**src/rtl/adder_test_pkg.sv**
```systemverilog
// Shared types and constants for the adder stimulus/checker stage.
package adder_test_pkg;

   localparam int unsigned DATA_W = 32;
   localparam int unsigned RES_W  = 40;

   localparam logic [DATA_W-1:0] DEF_POLY   = 32'h8020_0003;
   localparam logic [DATA_W-1:0] DEF_SEED_A = 32'h0000_0001;
   localparam logic [DATA_W-1:0] DEF_SEED_B = 32'h0000_0002;

   localparam logic [15:0] ERR_NONE = 16'hFFFF;

   typedef enum logic [1:0] {IDLE, RUN, DRAIN, DONE} state_t;

   // One entry of the golden pipe that travels alongside an issued vector
   typedef struct packed {
      logic             valid;
      logic [15:0]      idx;
      logic [RES_W-1:0] exp;
   } gold_t;

   function automatic logic [15:0] sat_inc(input logic [15:0] v);
      return (v == 16'hFFFF) ? v : v + 16'd1;
   endfunction

endpackage

```
**src/rtl/lfsr32.sv**
```systemverilog
// 32-bit Galois LFSR with synchronous reload to its seed.
module lfsr32
   import adder_test_pkg::*;
#(
   parameter logic [DATA_W-1:0] POLY = DEF_POLY,
   parameter logic [DATA_W-1:0] SEED = DEF_SEED_A
) (
   input  logic              clk,
   input  logic              RST,
   input  logic              load,
   input  logic              step,
   output logic [DATA_W-1:0] q
);

   always_ff @(posedge clk or posedge RST) begin
      if (RST) begin
         q <= SEED;
      end else if (load) begin
         q <= SEED;
      end else if (step) begin
         q <= q[0] ? ((q >> 1) ^ POLY) : (q >> 1);
      end
   end

endmodule

```
**config.mk**
```make
export PLATFORM = sky130hd
export DESIGN_NAME = lfsr32
export DESIGN_NICKNAME = d
export VERILOG_FILES = /design/src/rtl/adder_test_pkg.sv /design/src/rtl/lfsr32.sv
export SDC_FILE = /design/constraint.sdc
export NUM_CORES = 1
export LEC_CHECK = 0
export ABC_AREA = 1
export ABC_CLOCK_PERIOD_IN_PS = 1080
export BUFFER_PORTS_ARGS = -buffer_cell sky130_fd_sc_hd__buf_2
export CAP_MARGIN = 20
export CORE_UTILIZATION = 25
export DETAILED_ROUTE_END_ITERATION = 6
export SYNTH_ARGS = -nofsm -noshare
export SYNTH_HDL_FRONTEND = slang
export SYNTH_SLANG_ARGS = --single-unit
```
**constraint.sdc**
```tcl
create_clock -name clk -period 1.08 [get_ports clk]
set_input_delay 0.162 -clock clk [delete_from_list [all_inputs] [get_ports clk]]
set_output_delay 0.162 -clock clk [all_outputs]
set_load 0.05 [all_outputs]
```
* Yosys cells after proc, flatten, opt, wreduce, memory -nomap -nowiden
Cells that the tools add are included.
** Word-level totals
- Flip-flop bits (word level) :: 32
- Bits of input ports :: 4
- Output and inout port bits :: 32
- Word-level logic and storage cells :: 6
** Operators by class
- Muxes and demuxes :: 3
- Bitwise logic cells :: 1
- Reductions and logical operators :: 1
** Operators with widths (number)
- 2-to-1 mux 32 bit :: 3
- inverter 3 -> 4 bit :: 1
- nonzero test 2 bit :: 1

* Longest topological paths before layout
- Depth in word-level cells :: 4
- Gate-level depth with buffers :: 5
- Depth with buffers taken out :: 4

* Least setup slack after synthesis
OpenSTA, ideal clock, no wires.
- Path kind :: register to register
- From :: register q[0]
- To :: register q[21]
- Library setup time :: 0.066 ns
- Arrival time :: 1.009 ns
- Required time :: 1.014 ns
- Path slack :: 0.005 ns
- Stages on the path, launching flop included :: 5
- Buffers on the path :: 0
- Clock period less this slack :: 1.075 ns
- Cell sequence :: dfstp_2 > inv_1 > nand2_1 > nand3_1 > nand2_1
** On the way
- Cells in the longest elaborated chain, start to end :: 3
** RTL lines
- start, declared :: line lfsr32.sv:12 : output logic [DATA_W-1:0] q
- start signal, assigned :: line lfsr32.sv:21 : q <= q[0] ? ((q >> 1) ^ POLY) : (q >> 1);
- 2-to-1 mux 32 bit :: line lfsr32.sv:21
- 2-to-1 mux 32 bit :: line lfsr32.sv:20 : end else if (step) begin
- 2-to-1 mux 32 bit :: line lfsr32.sv:18 : end else if (load) begin
No other way between the ends. The select of a mux whose other input is x is not followed.
A chain may end at the register's enable or synchronous reset.

* Final worst setup path
- From :: register q[0]
- To :: output port q[0]
No word-level cell between the ends.

==> results.md <==
Floorplanning:
- The I/O pin count is 36.
- For this configuration, the core starts out at a cell density of approximately a quarter.
- The floorplan step set the die height to between 70 and 80 µm.
- The core region is around 0.0048 mm².
- The floorplan step defined a die boundary enclosing ~0.0054 mm².
- The number of cell rows is 25.
- The die is approximately 73 µm wide.

Power:
- Sequential cells burn between 50% and 60% of the power.
- In this run the power spent charging and discharging nets is between 0.0005 and 0.0006 W.
- Power spread over the standard cell area amounts to between 1000 and 1500 mW/mm².
- Per report_power, the clock group accounts for about two fifths of the total.
- The design internal power is ~0.0018 W.
- The worst voltage drop across the vdd grid is roughly 0.00063 V.
- Per report_power, the combinational group accounts for between 10% and 20% of the total.
- In this run switching power makes up roughly a quarter of total power.
- The total chip power is roughly 0.0024 W.
- The analysis attributes to cell leakage a power of 0.986 nW.

Timing:
- The final count of negative-setup-slack endpoints is 1.
- The slew at the pin closest to its max-slew limit is 0.180 ns.
- The final cycle utilization of the critical path is 104%.
- The final count of pins violating max slew is 0.
- Adding up every negative setup slack in the final design gives -0.0484 ns.
- The hold violation total from the final report came to 0.
- Counting I/O delays and the setup requirement, the final critical path takes around 1.1 ns.
- The headroom to the max-slew limit is 88.0%.
- The post-route worst setup slack is -0.0484 ns.
- Setup repair after global routing could not meet its margin everywhere.
- The maximum clock frequency is a little under 900 MHz.
- On the final layout, the worst clock skew is roughly 0.0042 ns.

Critical path:
- In this run the number of cells on the critical path is 1.
- The critical path endpoint category is an output pin.
- Broken down by cell family, the worst path's largest delay share belongs to flip-flops.
- By startpoint and endpoint, the worst setup path is classified as reg2out.
- For the worst flop-to-flop path, the logic depth is 5.
- The data arrival time of the critical path is 0.97 ns.
- The longest individual stage delay on the worst path is about 0.54 ns.
- The total buffers and inverters traversed by the critical path is 1.
- The critical path starts at q[0].
- In this run the worst path has a maximum fanout of 2.
- Walking the worst path, the cells encountered are buf_8.
- Following the worst setup path forward leads to its endpoint at q[0].
- The endpoint of the most critical register-to-register path is q[21].
- The startpoint type of the worst setup path is a flop.
- The largest individual stage delay along the critical path comes from the cell dfstp_2.
- The required time at the worst-slack endpoint is a little over 0.9 ns.
- The register-to-register setup slack is ~0.060 ns.
- The launch instance of the worst register-to-register path is q[0].

Logic synthesis:
- A synthesized cell averages just under 9 µm².
- Synthesis produced a netlist whose cell count is about 140.
- After Yosys synthesis, XOR and XNOR cells account for 0% of the synthesized area.
- In the synthesized netlist the async set-or-reset flop fraction comes to 100%.
- The synthesized netlist devotes 0% of its cell area to adder and majority cells.
- The mapped netlist covers ~0.0013 mm².
- The share of cell area taken by muxes after synthesis is 0%.
- Sequential cells were found to cover between 60% and 70% of the synthesized design area.
- Yosys instantiated no cell more often than nand2_1.
- By area the synthesized netlist is led by dfrtp_1 61%, nand2_1 24%, o21ai_0 2.8%.
- The combinational family with the most area after synthesis is simple AND/OR/NAND/NOR gates.
- The commonest register cell after synthesis is dfrtp_1.
- After synthesis, the most frequently instantiated cells are 81 x nand2_1, 31 x dfrtp_1, 8 x inv_1.
- The net count of the mapped netlist is ~150.
- The number of enable-type register cells in the synthesized netlist is 0.
- The synthesized netlist devotes around 2.8% of its cell area to compound gates.
- After Yosys synthesis, and, or, nand and nor cells account for between 20 and 30% of the synthesized area.
- Summed over its instances, the top area cell type makes up between 60% and 70% of the synthesized netlist area.
- The synthesized design spends more area on one cell type than any other, namely dfrtp_1.
- After synthesis the netlist holds a flip-flop and latch count of 32.
- For this run, the number of Yosys warnings is 0.
- Counting distinct cell types in the post-synthesis netlist gives 11.

CTS:
- The clock-pin slew of the registers on the worst-case setup and hold paths is 0.06 ns.
- The number of clock buffers inserted by TritonCTS is 5.
- No sink is reached through more buffers than the 2 on the longest clock path.
- The tree is rooted in a clkbuf_8.
- The CTS tree is done.
- The clock reaches the later pin of the worst-skew pair after roughly 0.28 ns.
- For this design, the sink count on the clock tree is 32.
- The H-tree depth is 2.

Detailed routing:
- Once detail routing completed, the nets flagged for antenna violations numbered 0.
- Across all layers, the routed design uses approximately 1.0k vias.
- The count of routing violations after the opening detailed-route iteration is 57.
- After detailed routing, the average wire length per cell comes to 11.0 µm.
- The total detailed-routing wirelength is ~2.8 mm.
- In the routed design, unresolved DRC markers number 0.
- The total iterations of the first detailed-routing run is 2.
- Using the TritonRoute via totals, the vias-per-cell ratio works out to around 4.1.

Global route:
- The via count of the first global-routing pass came to roughly 960.
- The first global-routing pass estimated 4.64 mm of wire.
- The initial antenna violation count came to 0.
- The global routing usage summed across all routing layers is a little under an eighth.
- The pin count of the biggest net entering global routing is 33.
- For this run the aggregate overflow at the end of global routing stands at 0.

Cells and area:
- The area growth from synthesis to layout is 41.2%.
- In the final layout, the registers with the most flip-flops are q: 32 flops.
- q holds more flip-flops than any other register.
- Cells fill a little under two fifths of the core in the end.
- After the flow finishes, the layout carries non-filler instances totaling 257.
- The repair_antennas step left the layout with diodes totalling 0.
- The post-route netlist has between 20 and 30% of its cells at a drive strength greater than 1.
- The register with the most flip-flops in the layout has 32 of them.
- The count of nets after finishing is a little under 200.

Placed design:
- In this run the tool buffered the top-level ports with 35 buffer cells.
- At the end of routability-driven placement, the weighted congestion stood at between 0.7 and 0.8.
- The post-placement cell count is ~250.
- The placed wire-length estimate after detailed placement is roughly 1.9 mm.

Min path:
- The tightest min-delay check is of the in2reg type.

Run:
- The number of maximum-capacitance constraint violations is 0.

Status:
- The checks that failed: setup timing.
- The flow ran to the end, but the final reports show violations.
==> cell type report <==
| cell class | instances | area, µm² |
|---|---|---|
| clock buffer | 8 | 90.1 |
| fill | 495 | 3000 |
| inverter | 9 | 33.8 |
| multi-input combinational | 97 | 399 |
| sequential | 32 | 802 |
| tap | 67 | 83.8 |
| timing repair buffer | 44 | 380 |
==> cells by family after synthesis <==
family                 Yosys count
AO/OA/AOI/OAI                    7
buffers and inverters           13
flip-flops                      32
AND/OR/NAND/NOR                 90
==> power groups by stage <==
| stage | clock network, W | logic [W] | registers (W) |
|---|---|---|---|
| after floorplan | 0 | 0.0000809 | 0.00132 |
| after global placement | 0 | 0.000223 | 0.00126 |
| after detailed placement | 0 | 0.000223 | 0.00126 |
| after CTS | 0.000970 | 0.000247 | 0.00124 |
| after global routing | 0.00101 | 0.000276 | 0.00124 |
| final | 0.000924 | 0.000253 | 0.00124 |
==> cell usage in the layout, fill, tap and decap left out <==
cell           count
nor2_4             2
dfrtp_1           31
o21ai_0            7
buf_6              6
clkbuf_4           2
buf_2              3
inv_2              1
inv_1              8
nand3_1            5
nand2_2            2
buf_8              1
dlygate4sd3_1      1
nand2_1           81
buf_4             29
clkbuf_8           6
dfstp_2            1
buf_12             2
clkbuf_1           2
==> how the worst min path moves through the flow <==
stage | depth (start not counted) | slack (ns) | to | startpoint
after floorplan | 1 | 0.28 | q[10] | RST
after global placement | 3 | 0.22 | q[15] | RST
after detailed placement | 3 | 0.22 | q[15] | RST
after CTS | 3 | 0.18 | q[0] | step
after global routing | 3 | 0.21 | q[0] | step
final | 3 | 0.19 | q[0] | step
==> per-stage QoR <==
stage	area, µm²	setup WS [ns]	hold slack, ns
floorplan	1270	0.00540	0.277
CTS	1750	-0.0614	0.177
detailed placement	1560	0.0947	0.217
finish	1790	-0.0484	0.185
global placement	1560	0.114	0.217
global route	1790	-0.0756	0.206
==> repair_timing <==
action / 4_1_cts / 5_1_grt
resized for setup: 32 / 8
endpoints found under the hold margin: 31 / 0
hold buffers: 1 / 0
buffers inserted: 1 / 1
cloned: 0 / 0
setup endpoints to repair: 30 / 9
==> routing by layer <==
layer	routed length [µm]	vias to the layer above	GRT usage (%)
met5	0	-	0
met4	59	0	5.88
met3	134	7	3.87
met2	1280	27	18.3
met1	1350	490	14.7
li1	-	524	-
(Power assumes the default switching activity.)
